File: config.mk
export PLATFORM = sky130hd
export DESIGN_NAME = mem_arbiter
export DESIGN_NICKNAME = d
export VERILOG_FILES = /design/src/rtl/mem_arbiter_pkg.sv /design/src/rtl/mem_arbiter_rr_arbiter2.sv /design/src/rtl/mem_arbiter.sv
export SDC_FILE = /design/constraint.sdc
export NUM_CORES = 1
export LEC_CHECK = 0
export CAP_MARGIN = 25
export CELL_PAD_IN_SITES_DETAIL_PLACEMENT = 0
export CELL_PAD_IN_SITES_GLOBAL_PLACEMENT = 1
export CORE_UTILIZATION = 31
export CTS_CLUSTER_DIAMETER = 120
export CTS_CLUSTER_SIZE = 8
export DETAILED_ROUTE_END_ITERATION = 7
export PLACE_DENSITY_LB_ADDON = 0.1
export RECOVER_POWER = 50
export SYNTH_ARGS = -nofsm -noshare
export SYNTH_HDL_FRONTEND = slang
export SYNTH_SLANG_ARGS = --single-unit
File: constraint.sdc
create_clock -name clk -period 2.1 [get_ports clk]
set_input_delay 0.315 -clock clk [delete_from_list [all_inputs] [get_ports clk]]
set_output_delay 0.315 -clock clk [all_outputs]
set_load 0.01 [all_outputs]
File: src/rtl/mem_arbiter_pkg.sv
// Shared types and defaults for the two-requester memory port arbiter.
package mem_arbiter_pkg;

  localparam int DEFAULT_ADDR_WIDTH = 32;
  localparam int DEFAULT_DATA_WIDTH = 32;
  localparam int DEFAULT_READ_LATENCY = 1;
  localparam int CNT_WIDTH = 4;

  // IDLE arbitrates, ACCESS waits out the memory latency, RESP carries the ack.
  typedef enum logic [1:0] {
    IDLE   = 2'd0,
    ACCESS = 2'd1,
    RESP   = 2'd2
  } arbState_t;

  typedef enum logic {
    FETCH = 1'b0,
    DATA  = 1'b1
  } grant_t;

endpackage

File: src/rtl/mem_arbiter_rr_arbiter2.sv
// Combinational two-way round-robin pick between fetch and data requests.
module rr_arbiter2
  import mem_arbiter_pkg::*;
(
  input  logic   fetchReq,
  input  logic   dataReq,
  input  grant_t lastGrant,
  output logic   pickValid,
  output grant_t pick
);

  // A lone request always wins; a tie goes to whoever was not served last.
  always_comb begin
    pickValid = fetchReq | dataReq;
    pick      = FETCH;
    if (fetchReq && dataReq) begin
      pick = (lastGrant == DATA) ? FETCH : DATA;
    end else if (dataReq) begin
      pick = DATA;
    end
  end

endmodule

File: src/rtl/mem_arbiter.sv
// Shares the controller's virtual-address port between instruction fetch and
// data load/store.
//
// Handshake: a requester raises req with stable operands and keeps them until
// its ack. Requests are sampled only in IDLE. The ack is a single-cycle pulse
// in RESP. Read data is valid in the ack cycle and is then held until the next
// read for that requester. Dropping req early never aborts a transaction.
module mem_arbiter
  import mem_arbiter_pkg::*;
#(
  parameter int ADDR_WIDTH   = DEFAULT_ADDR_WIDTH,
  parameter int DATA_WIDTH   = DEFAULT_DATA_WIDTH,
  parameter int READ_LATENCY = DEFAULT_READ_LATENCY
) (
  input  logic                  clk,
  input  logic                  rst,
  input  logic                  fetchReq,
  input  logic [ADDR_WIDTH-1:0] fetchAddress,
  output logic                  fetchAck,
  output logic [DATA_WIDTH-1:0] fetchData,
  input  logic                  dataReq,
  input  logic [ADDR_WIDTH-1:0] dataAddress,
  input  logic [DATA_WIDTH-1:0] dataIn,
  input  logic                  dataWEn,
  output logic                  dataAck,
  output logic [DATA_WIDTH-1:0] dataOut,
  output logic [ADDR_WIDTH-1:0] memAddress,
  output logic [DATA_WIDTH-1:0] memDataIn,
  output logic                  memWEn,
  input  logic [DATA_WIDTH-1:0] memDataOut,
  output logic [1:0]            stateDbg
);

  localparam logic [CNT_WIDTH-1:0] READ_CNT = CNT_WIDTH'(READ_LATENCY);

  arbState_t state, stateNext;
  grant_t    sel, lastGrant, pick;
  logic      pickValid;
  logic      grantNow, finishNow;
  logic      isWrite;
  logic [CNT_WIDTH-1:0] cnt;

  assign stateDbg = state;

  rr_arbiter2 u_rr (
    .fetchReq  (fetchReq),
    .dataReq   (dataReq),
    .lastGrant (lastGrant),
    .pickValid (pickValid),
    .pick      (pick)
  );

  // State register.
  always_ff @(posedge clk or negedge rst) begin
    if (!rst) begin
      state <= IDLE;
    end else begin
      state <= stateNext;
    end
  end

  // Next state plus the grant/finish strobes that steer the datapath.
  always_comb begin
    stateNext = state;
    grantNow  = 1'b0;
    finishNow = 1'b0;
    case (state)
      IDLE: begin
        if (pickValid) begin
          grantNow  = 1'b1;
          stateNext = ACCESS;
        end
      end
      ACCESS: begin
        if (cnt == CNT_WIDTH'(1)) begin
          finishNow = 1'b1;
          stateNext = RESP;
        end
      end
      RESP:    stateNext = IDLE;
      default: stateNext = IDLE;
    endcase
  end

  // Memory-side registers, latency counter, response data and ack pulses.
  always_ff @(posedge clk or negedge rst) begin
    if (!rst) begin
      sel        <= FETCH;
      lastGrant  <= DATA;
      isWrite    <= 1'b0;
      cnt        <= '0;
      memAddress <= '0;
      memDataIn  <= '0;
      memWEn     <= 1'b0;
      fetchAck   <= 1'b0;
      dataAck    <= 1'b0;
      fetchData  <= '0;
      dataOut    <= '0;
    end else begin
      fetchAck <= 1'b0;
      dataAck  <= 1'b0;
      if (grantNow) begin
        sel        <= pick;
        lastGrant  <= pick;
        memAddress <= (pick == DATA) ? dataAddress : fetchAddress;
        memDataIn  <= (pick == DATA) ? dataIn : '0;
        memWEn     <= (pick == DATA) && dataWEn;
        isWrite    <= (pick == DATA) && dataWEn;
        // A write needs no read-back wait, so it completes after one cycle.
        cnt        <= ((pick == DATA) && dataWEn) ? CNT_WIDTH'(1) : READ_CNT;
      end else if (state == ACCESS) begin
        memWEn <= 1'b0;
        cnt    <= cnt - CNT_WIDTH'(1);
        if (finishNow) begin
          if (!isWrite) begin
            if (sel == FETCH) fetchData <= memDataOut;
            else              dataOut   <= memDataOut;
          end
          fetchAck <= (sel == FETCH);
          dataAck  <= (sel == DATA);
        end
      end
    end
  end

endmodule

---- Word level (Yosys, flattened, before mapping) ----
Index checks and enable logic that the tools add are counted.
storage, ports and cells
  latch bits .............................. 0
  word-level logic and storage cells ...... 50
  bits of input ports ..................... 133
  RAM bits ................................ 0
  memories ................................ 0
  flip-flop bits (word level) ............. 140
  output and inout port bits .............. 133
  bits in read-only memories .............. 0
operators by class
  bitwise logic cells ..................... 4
  $add $sub $neg .......................... 1
  divide/modulo/power cells ............... 0
  reduce and logical (&&, ||, !) cells .... 7
  $lt $le $gt $ge ......................... 0
  multiplexer cells ....................... 22
  shift-type cells ........................ 0
  equality and inequality tests ........... 4
  $mul .................................... 0
operator list
  operator                                                                number
  32-bit two-way mux                                                      2
  1-bit two-way mux                                                       15
  5-bit AND reduction                                                     2
  4-bit two-way mux                                                       2
  4-bit by 1-bit equality test with 1-bit output (second input constant)  1
  2-bit two-way mux                                                       2
  2-bit != test (second input constant)                                   2
  2-bit one-hot mux with 2 select lines                                   1
  4-bit by 1-bit subtractor with 4-bit output (second input constant)     1
  1-bit NOT                                                               3
  2-bit by 1-bit equality test with 1-bit output (second input constant)  1
  1-bit logical AND                                                       2
  2-bit logical NOT                                                       1
  2-bit AND reduction                                                     1
  2-bit nonzero test                                                      1
  1-bit OR                                                                1

---- Logic depth before layout (Yosys ltp) ----
Gate-level depths: netlist (run 1).
  word-level depth ........................ 6
  gate-level depth with buffers ........... 6
  mapped depth without buffers ............ 5

---- Cells and area by module ----
Synthesis (run 1) repeated with hierarchy kept, for this count alone.
second synthesis, totals
  cell total of the unflattened synthesis .. 465
  area, all modules ....................... 5606.6 um^2
modules (own cells, without submodules)
  module       area each (um^2)  cells each  instances  sequential area each (um^2)
  mem_arbiter  5592.9            463         1          3504.6
  rr_arbiter2  13.8              2           1          0.0

---- Least setup slack after synthesis (run 1) ----
OpenSTA, ideal clock, no wires.
  path kind ............................... reg-to-reg
  start ................................... register cnt[0]
  end ..................................... register dataOut[0]
  setup time .............................. 0.125 ns
  data required time ...................... 1.975 ns
  buffers on the path ..................... 1
  data arrival time ....................... 1.477 ns
  cell stages (with the launch flop) ...... 6
  period minus slack after synthesis ...... 1.602 ns
  path slack .............................. 0.498 ns
  path through ............................ dfrtp_1 ha_1 nor3b_2 nand4b_1 buf_2 mux2_2
between the ends
  cells in the longest elaborated chain, start to end .. 4
RTL lines
  what                                            line                source
  start, declared                                 mem_arbiter.sv:41   logic [CNT_WIDTH-1:0] cnt;
  start signal, assigned                          mem_arbiter.sv:110  cnt <= ((pick == DATA) && dataWEn) ? CNT_WIDTH'(1) : READ_CNT;
  start signal, assigned                          mem_arbiter.sv:113  cnt <= cnt - CNT_WIDTH'(1);
  4-bit by 1-bit equality test with 1-bit output  mem_arbiter.sv:75   if (cnt == CNT_WIDTH'(1)) begin
  1-bit two-way mux                               mem_arbiter.sv:75
  1-bit two-way mux                               mem_arbiter.sv:67   case (state)
  5-bit AND reduction (no source line)            n/a
  end signal, assigned                            mem_arbiter.sv:117  else dataOut <= memDataOut;
  end, declared                                   mem_arbiter.sv:26   output logic [DATA_WIDTH-1:0] dataOut,
No other way between the ends.
A chain may end at the register's enable or synchronous reset.

---- Worst setup path after layout (run 1) ----
  start ................................... register state[0], in the netlist stateDbg[0]
  end ..................................... output stateDbg[0]
RTL lines
  what                    line               source
  start, declared         mem_arbiter.sv:36  arbState_t state, stateNext;
  start signal, assigned  mem_arbiter.sv:58  state <= stateNext;
  end, declared           mem_arbiter.sv:31  output logic [1:0] stateDbg
No word-level cell between the ends.

==> flow_summary.yaml, run 1 <==
status:
  status: "complete, no violations"
route:
  via_per_inst: 4.77
  vias: 4313
  wl_per_cell_microns: 17.3
  dr.pass1.iters: 5
  drtIter0Drc: 122
  drc_errors: 0
  finalWirelength_mm: 15.7
  antenna_left: 0
worst_hold_path:
  hold_path_depth: 3
  holdCritPathClass: "in2reg"
  hold_end: "memAddress[22]"
  hold_start: "fetchAddress[22]"
power:
  vdd_ir_drop_max_mv: 0.748
  p_seq_share_pct: 33.9
  p_sw_uw: 4400
  p_comb_share_pct: 44.6
  p_leak_uw: 0.00384
  p_per_area_nw_per_um2: 1530
  clockPowerShare_pct: 21.6
  p_int_uw: 9560
  swShare_pct: 31.5
critical_path:
  crit_chain: "buf_4, clkdlybuf4s50_1"
  path_delay_family: "buffers and inverters"
  required_ns: 1.78
  critical-path-max-stage-delay_ns: 0.58
  cp.arrival_ns: 1.60
  cp_slowest_cell: "clkdlybuf4s50_1"
  critPathCaptureType: "output port"
  startpoint_type: "register"
  reg2reg_to: "memAddress[30]"
  crit_buf_inv: 2
  path_class: "reg2out"
  cp_max_fo: 20
  reg2regPathDepth: 5
  rrSetupSlack_ns: 0.22
  timing.rr.start: "stateDbg[0]"
synth:
  syn-num-nets: 532
  synthCells: 397
  ys_ff_latch: 140
  yosys_warnings: 0
  netlist_area_sq_um: 5580
  yosysUniqueCellTypes: 35
  yosysSeqAreaShare_pct: 62.8
  avgSynthCellArea_sq_um: 14.0
global_route:
  grt_max_degree: 54
  grt_pass1_vias: 4611
  grt_pass1_wl_mm: 24.6
  track_usage_pct: 17.4
  grt_overflow_total: 0
  antenna_found_initial: 0
timing:
  slew_viol_final: 0
  fin_skew_ns: 0.00975
  worst_slew_pin_slew_ns: 1.46
  fin_setup_tns_ns: 0
  fmax_ghz: 0.522
  hold_viol_final: 0
  timing.final.ws_setup_ns: 0.185
  fin_crit_sh_pct: 91.2
  grt_setup_unrepaired: "no"
  period_minus_slack_ns: 1.91
  max_slew_margin_pct: 2.91
  setup_viol: 0
cts:
  clk_pin_slew_ns: 0.06
  cts_tree: "built"
  root_buffer: "clkbuf_16"
  clock_latency_ns: 0.41
  cts_sinks: 140
  cts_buffers: 17
  cts.htree.levels: 4
  post_cts_buffers: 0
  clk_path_buf_depth: 2
job:
  drv_cap: 0
placed_design:
  dp.cells: 871
  place.gp.congestion: 0.835
  place_area_sq_um: 8550
  hpwl_mm: 10.9
  io_buffer_count: 265
  place_ws_ns: 0.0398
floorplan:
  rows: 48
  dieArea_sq_um: 18500
  die_w_microns: 136
  die_h_microns: 136
  core_area_sq_um: 17400
  io_pins: 266
  initial_utilization_pct: 32.0
finish:
  instances_no_fill: 905
  syn2layout_area_growth_pct: 63.6
  fin_area_sq_um: 9120
  fin_nets: 801
  drive_gt1_share_pct: 17.7
## flip-flops by register name (all words and copies together) (netlist names)
signal      count
dataOut        32
fetchData      32
memAddress     32
memDataIn      32
cnt             4
stateDbg        2
dataAck         1
fetchAck        1
isWrite         1
lastGrant       1
memWEn          1
sel             1
## per-stage QoR
step / power [uW] / hold WS, ns / util, %
after floorplan: 7690 / 0.0194 / -
after detailed placement: 11200 / 0.309 / 49.1
final: 14000 / 0.454 / 52.4
after global placement: 11100 / 0.299 / 49.1
after global routing: 14800 / 0.433 / 52.4
after CTS: 14400 / 0.430 / 52.6
## final cells by class
class	instances	area (sq um)
antenna	1	2.50
sequential	140	3500
clock inverter	11	130
tap	225	282
clock buffer	21	470
inverter	2	7.51
timing repair buffer	280	2810
fill	1520	8300
multi-input combinational	225	1920
## worst min-delay path, delay by kind of cell
kind | cells | cell delay (ns)
buffers and inverters | 1 | 0.40
AND/OR/NAND/NOR | 1 | 0.05
AO/OA/AOI/OAI | 1 | 0.05
## metal layers
layer,vias up,GRT usage (%),wire (microns)
met2,179,28.3,7570
met1,2099,21.2,6490
met5,-,0,0
met4,0,6.60,248
met3,19,6.19,1340
li1,2016,-,-
## power groups by stage
stage,Clock [uW],Combinational [uW],Sequential [uW]
after floorplan,0,2400,5290
after global placement,0,6380,4740
after detailed placement,0,6470,4770
after CTS,3100,6500,4760
after global routing,3220,6680,4910
final,3010,6220,4730
## synthesized netlist by cell type (all sizes together)
cell type | n | share of area (%)
o2bb2ai | 1 | 0.16
nor2 | 3 | 0.20
and2b | 1 | 0.13
o21ai | 3 | 0.27
buf | 15 | 1.8
a22o | 34 | 5.5
o21bai | 1 | 0.34
nor3 | 2 | 0.38
mux2i | 1 | 0.18
nor3b | 1 | 0.22
a21bo | 1 | 0.18
nand4b | 1 | 0.16
nand3 | 1 | 0.090
clkbuf | 15 | 1.0
nand2b | 1 | 0.11
a2bb2oi | 32 | 5.0
dfstp | 1 | 0.47
xor2 | 1 | 0.16
nand2 | 33 | 2.2
and2 | 1 | 0.11
a21boi | 1 | 0.13
nor4 | 1 | 0.11
ha | 2 | 0.45
mux2 | 64 | 13
or2 | 2 | 0.22
and3 | 1 | 0.11
a21o | 2 | 0.27
nand3b | 1 | 0.13
inv | 2 | 0.13
dfrtp | 139 | 62
nor2b | 1 | 0.11
a211oi | 32 | 4.3
## cells in the final DEF (no fill, tap or decap), types with 2 or more instances in the layout
cell	Yosys	layout
a211oi_1	32	32
a21o_1	2	2
a22o_1	33	33
a2bb2oi_1	32	32
buf_12	0	4
buf_4	0	7
bufinv_16	0	2
clkbuf_16	0	17
clkbuf_2	0	4
clkbuf_8	0	3
clkdlybuf4s50_1	0	227
clkinv_2	0	2
dfrtp_1	139	139
dlygate4sd3_1	0	38
ha_1	2	2
inv_1	2	2
inv_6	0	5
mux2_2	64	64
nand2_1	33	33
nor2_1	3	2
o21ai_0	3	3
or2_2	2	2
## what timing repair did
action	CTS	global route
hold endpoints to repair	48	0
resized for setup	0	0
hold buffers	1	0
endpoints found under the setup margin	0	0
## logic make-up (layout without fill, tap and decap cells)
logic type,count (synthesis),after routing,share of synthesized area [%]
DFF,140,140,62.8
AOI/OAI and AO/OA,107,107,16.2
muxes,65,65,13.1
and+or+nand+nor,50,50,4.33
buffers and inverters,32,314,2.94
adders and majority gates,2,2,0.449
xor gates and xnor gates,1,1,0.157
other,0,1,0
## worst max-delay path by stage
stage                            from       endpoint  slack, ns  cells after the start
after CTS                 stateDbg[0]    stateDbg[0]       0.17                      2
after global routing      stateDbg[1]         memWEn       0.06                      5
after global placement       fetchReq   memDataIn[3]       0.08                      4
final                     stateDbg[0]    stateDbg[0]       0.19                      2
after detailed placement      dataReq  memAddress[3]       0.04                      5
after floorplan                cnt[0]     dataOut[0]       0.50                      5
No activity file was read; power rests on OpenSTA's default activity.
==> run 2, diff against run 1 <==
--- a/config.mk
+++ b/config.mk
@@ -13,7 +13,7 @@
 export CTS_CLUSTER_SIZE = 8
 export DETAILED_ROUTE_END_ITERATION = 7
 export PLACE_DENSITY_LB_ADDON = 0.1
-export RECOVER_POWER = 50
+export RECOVER_POWER = 100
 export SYNTH_ARGS = -nofsm -noshare
 export SYNTH_HDL_FRONTEND = slang
 export SYNTH_SLANG_ARGS = --single-unit
==> run 2 against run 1 <==
  * Maximum frequency increased by 0.16%
  * Flip-flop and latch count unchanged
  * First-iteration DRC count increased by 0.82%
  * Sequential share of layout area increased by 0.053 points
  * Global-route usage unchanged
  * Utilization decreased by 0.072 points
  * Combinational power decreased by 5.3%
  * Highest routed layer unchanged
  * Non-clock buffer count unchanged
  * Clock skew about the same
  * Hold slack got worse by 0.0013 ns
==> flow_summary.yaml, run 2 (synthesized netlist as in run 1, its figures left out) <==
status:
  status: "complete, no violations"
critical_path:
  path_class: "reg2out"
  reg2reg_to: "memAddress[30]"
  required_ns: 1.78
  reg2regPathDepth: 5
  rrSetupSlack_ns: 0.22
  crit_chain: "buf_4, clkdlybuf4s50_1"
  cp.arrival_ns: 1.60
  critical-path-max-stage-delay_ns: 0.58
  startpoint_type: "register"
  cp_max_fo: 20
  timing.rr.start: "stateDbg[0]"
  cp_slowest_cell: "clkdlybuf4s50_1"
  critPathCaptureType: "output port"
floorplan:
  dieArea_sq_um: 18500
  core_area_sq_um: 17400
  initial_utilization_pct: 32.0
  rows: 48
  die_w_microns: 136
  die_h_microns: 136
  io_pins: 266
global_route:
  grt_pass1_wl_mm: 24.6
  grt_overflow_total: 0
  grt_max_degree: 54
  antenna_found_initial: 0
  grt_pass1_vias: 4611
  track_usage_pct: 17.4
timing:
  worst_slew_pin_slew_ns: 1.46
  fin_setup_tns_ns: 0
  slew_viol_final: 0
  setup_viol: 0
  fin_skew_ns: 0.00930
  fin_crit_sh_pct: 91.0
  hold_viol_final: 0
  grt_setup_unrepaired: "no"
  period_minus_slack_ns: 1.91
  max_slew_margin_pct: 2.99
  fmax_ghz: 0.523
power:
  p_int_uw: 9230
  swShare_pct: 32.1
  clockPowerShare_pct: 22.1
  p_sw_uw: 4360
  p_leak_uw: 0.00392
  p_per_area_nw_per_um2: 1490
  p_comb_share_pct: 43.4
  vdd_ir_drop_max_mv: 0.708
  p_seq_share_pct: 34.5
placed_design:
  place.gp.congestion: 0.835
  io_buffer_count: 265
  dp.cells: 871
  hpwl_mm: 10.9
worst_hold_path:
  hold_path_depth: 3
  hold_start: "fetchAddress[22]"
  holdCritPathClass: "in2reg"
  hold_end: "memAddress[22]"
cts:
  cts.htree.levels: 4
  post_cts_buffers: 0
  cts_buffers: 17
  cts_sinks: 140
  clk_path_buf_depth: 2
  root_buffer: "clkbuf_16"
  clk_pin_slew_ns: 0.06
  cts_tree: "built"
  clock_latency_ns: 0.42
route:
  dr.pass1.iters: 6
  drtIter0Drc: 123
  drc_errors: 0
  via_per_inst: 4.79
  wl_per_cell_microns: 17.2
  antenna_left: 0
  finalWirelength_mm: 15.6
  vias: 4336
finish:
  instances_no_fill: 905
  drive_gt1_share_pct: 17.7
  seqCellArea_sq_um: 3500
  final_common_cell: "dfrtp_1"
  syn2layout_area_growth_pct: 63.3
  multi_input_area_sq_um: 1920
  nFillCells: 1521
  final_cell_mix: "dfrtp_1 (139), dlygate4sd3_1 (133), clkdlybuf4s50_1 (132), mux2_2 (64)"
  fin_nets: 801
job:
  drv_cap: 0
==> run 2: changes by cell type in the layout (fill, tap and decap cells not counted) <==
| cell | previous run | this run |
|---|---|---|
| clkbuf_4 | 0 | 1 |
| clkdlybuf4s50_1 | 227 | 132 |
| dlygate4sd3_1 | 38 | 133 |
| buf_12 | 4 | 3 |
==> run 2: power groups by stage <==
stage	sequential [uW]	combinational, uW	clock (uW)
final	4680	5890	3010
after global routing	4870	6350	3220
after CTS	4760	6500	3100
after detailed placement	4770	6470	0
after global placement	4740	6380	0
after floorplan	5290	2400	0
==> run 2: per-stage QoR <==
step	util (%)	worst slack (ns)	cell area (sq um)	hold WS [ns]	power, uW
global route	52.3	0.0677	9110	0.433	14400
detailed placement	49.1	0.0398	8550	0.309	11200
CTS	52.6	0.169	9160	0.430	14400
floorplan	-	0.498	5580	0.0194	7690
finish	52.3	0.188	9110	0.452	13600
global placement	49.1	0.0781	8550	0.299	11100
==> run 2: how the worst max path moves through the flow <==
stage,start,cells past startpoint,slack [ns],end
after floorplan,cnt[0],5,0.50,dataOut[0]
after global placement,fetchReq,4,0.08,memDataIn[3]
after detailed placement,dataReq,5,0.04,memAddress[3]
after CTS,stateDbg[0],2,0.17,stateDbg[0]
after global routing,stateDbg[1],5,0.07,memWEn
final,stateDbg[0],2,0.19,stateDbg[0]
==> run 2: what timing repair did <==
item / in CTS / in global routing
hold buffers: 1 / 0
resized for setup: 0 / 0
endpoints found under the hold margin: 48 / 0
endpoints found under the setup margin: 0 / 0
==> run 2: worst max-delay path, delay by kind of cell (launching register included) <==
| family | cells | cell delay [ns] |
|---|---|---|
| buf+inv | 2 | 0.84 |
| flops | 1 | 0.34 |
==> run 2: final cells by class <==
type	count	area share (%)
Sequential cell	140	38.5
Timing Repair Buffer	280	30.7
Multi-Input combinational cell	225	21.1
Clock buffer	21	5.16
Tap cell	225	3.09
Clock inverter	11	1.43
Inverter	2	0.0824
Antenna cell	1	0.0275
==> run 2: metal layers <==
| layer | part of all wire [%] | GRT usage (%) | routed length, microns | vias up |
|---|---|---|---|---|
| li1 | - | - | - | 2023 |
| met1 | 41 | 21.2 | 6450 | 2105 |
| met2 | 48 | 28.3 | 7530 | 190 |
| met3 | 8.7 | 6.19 | 1360 | 18 |
| met4 | 1.7 | 6.60 | 260 | 0 |
| met5 | 0 | 0 | 0 | - |
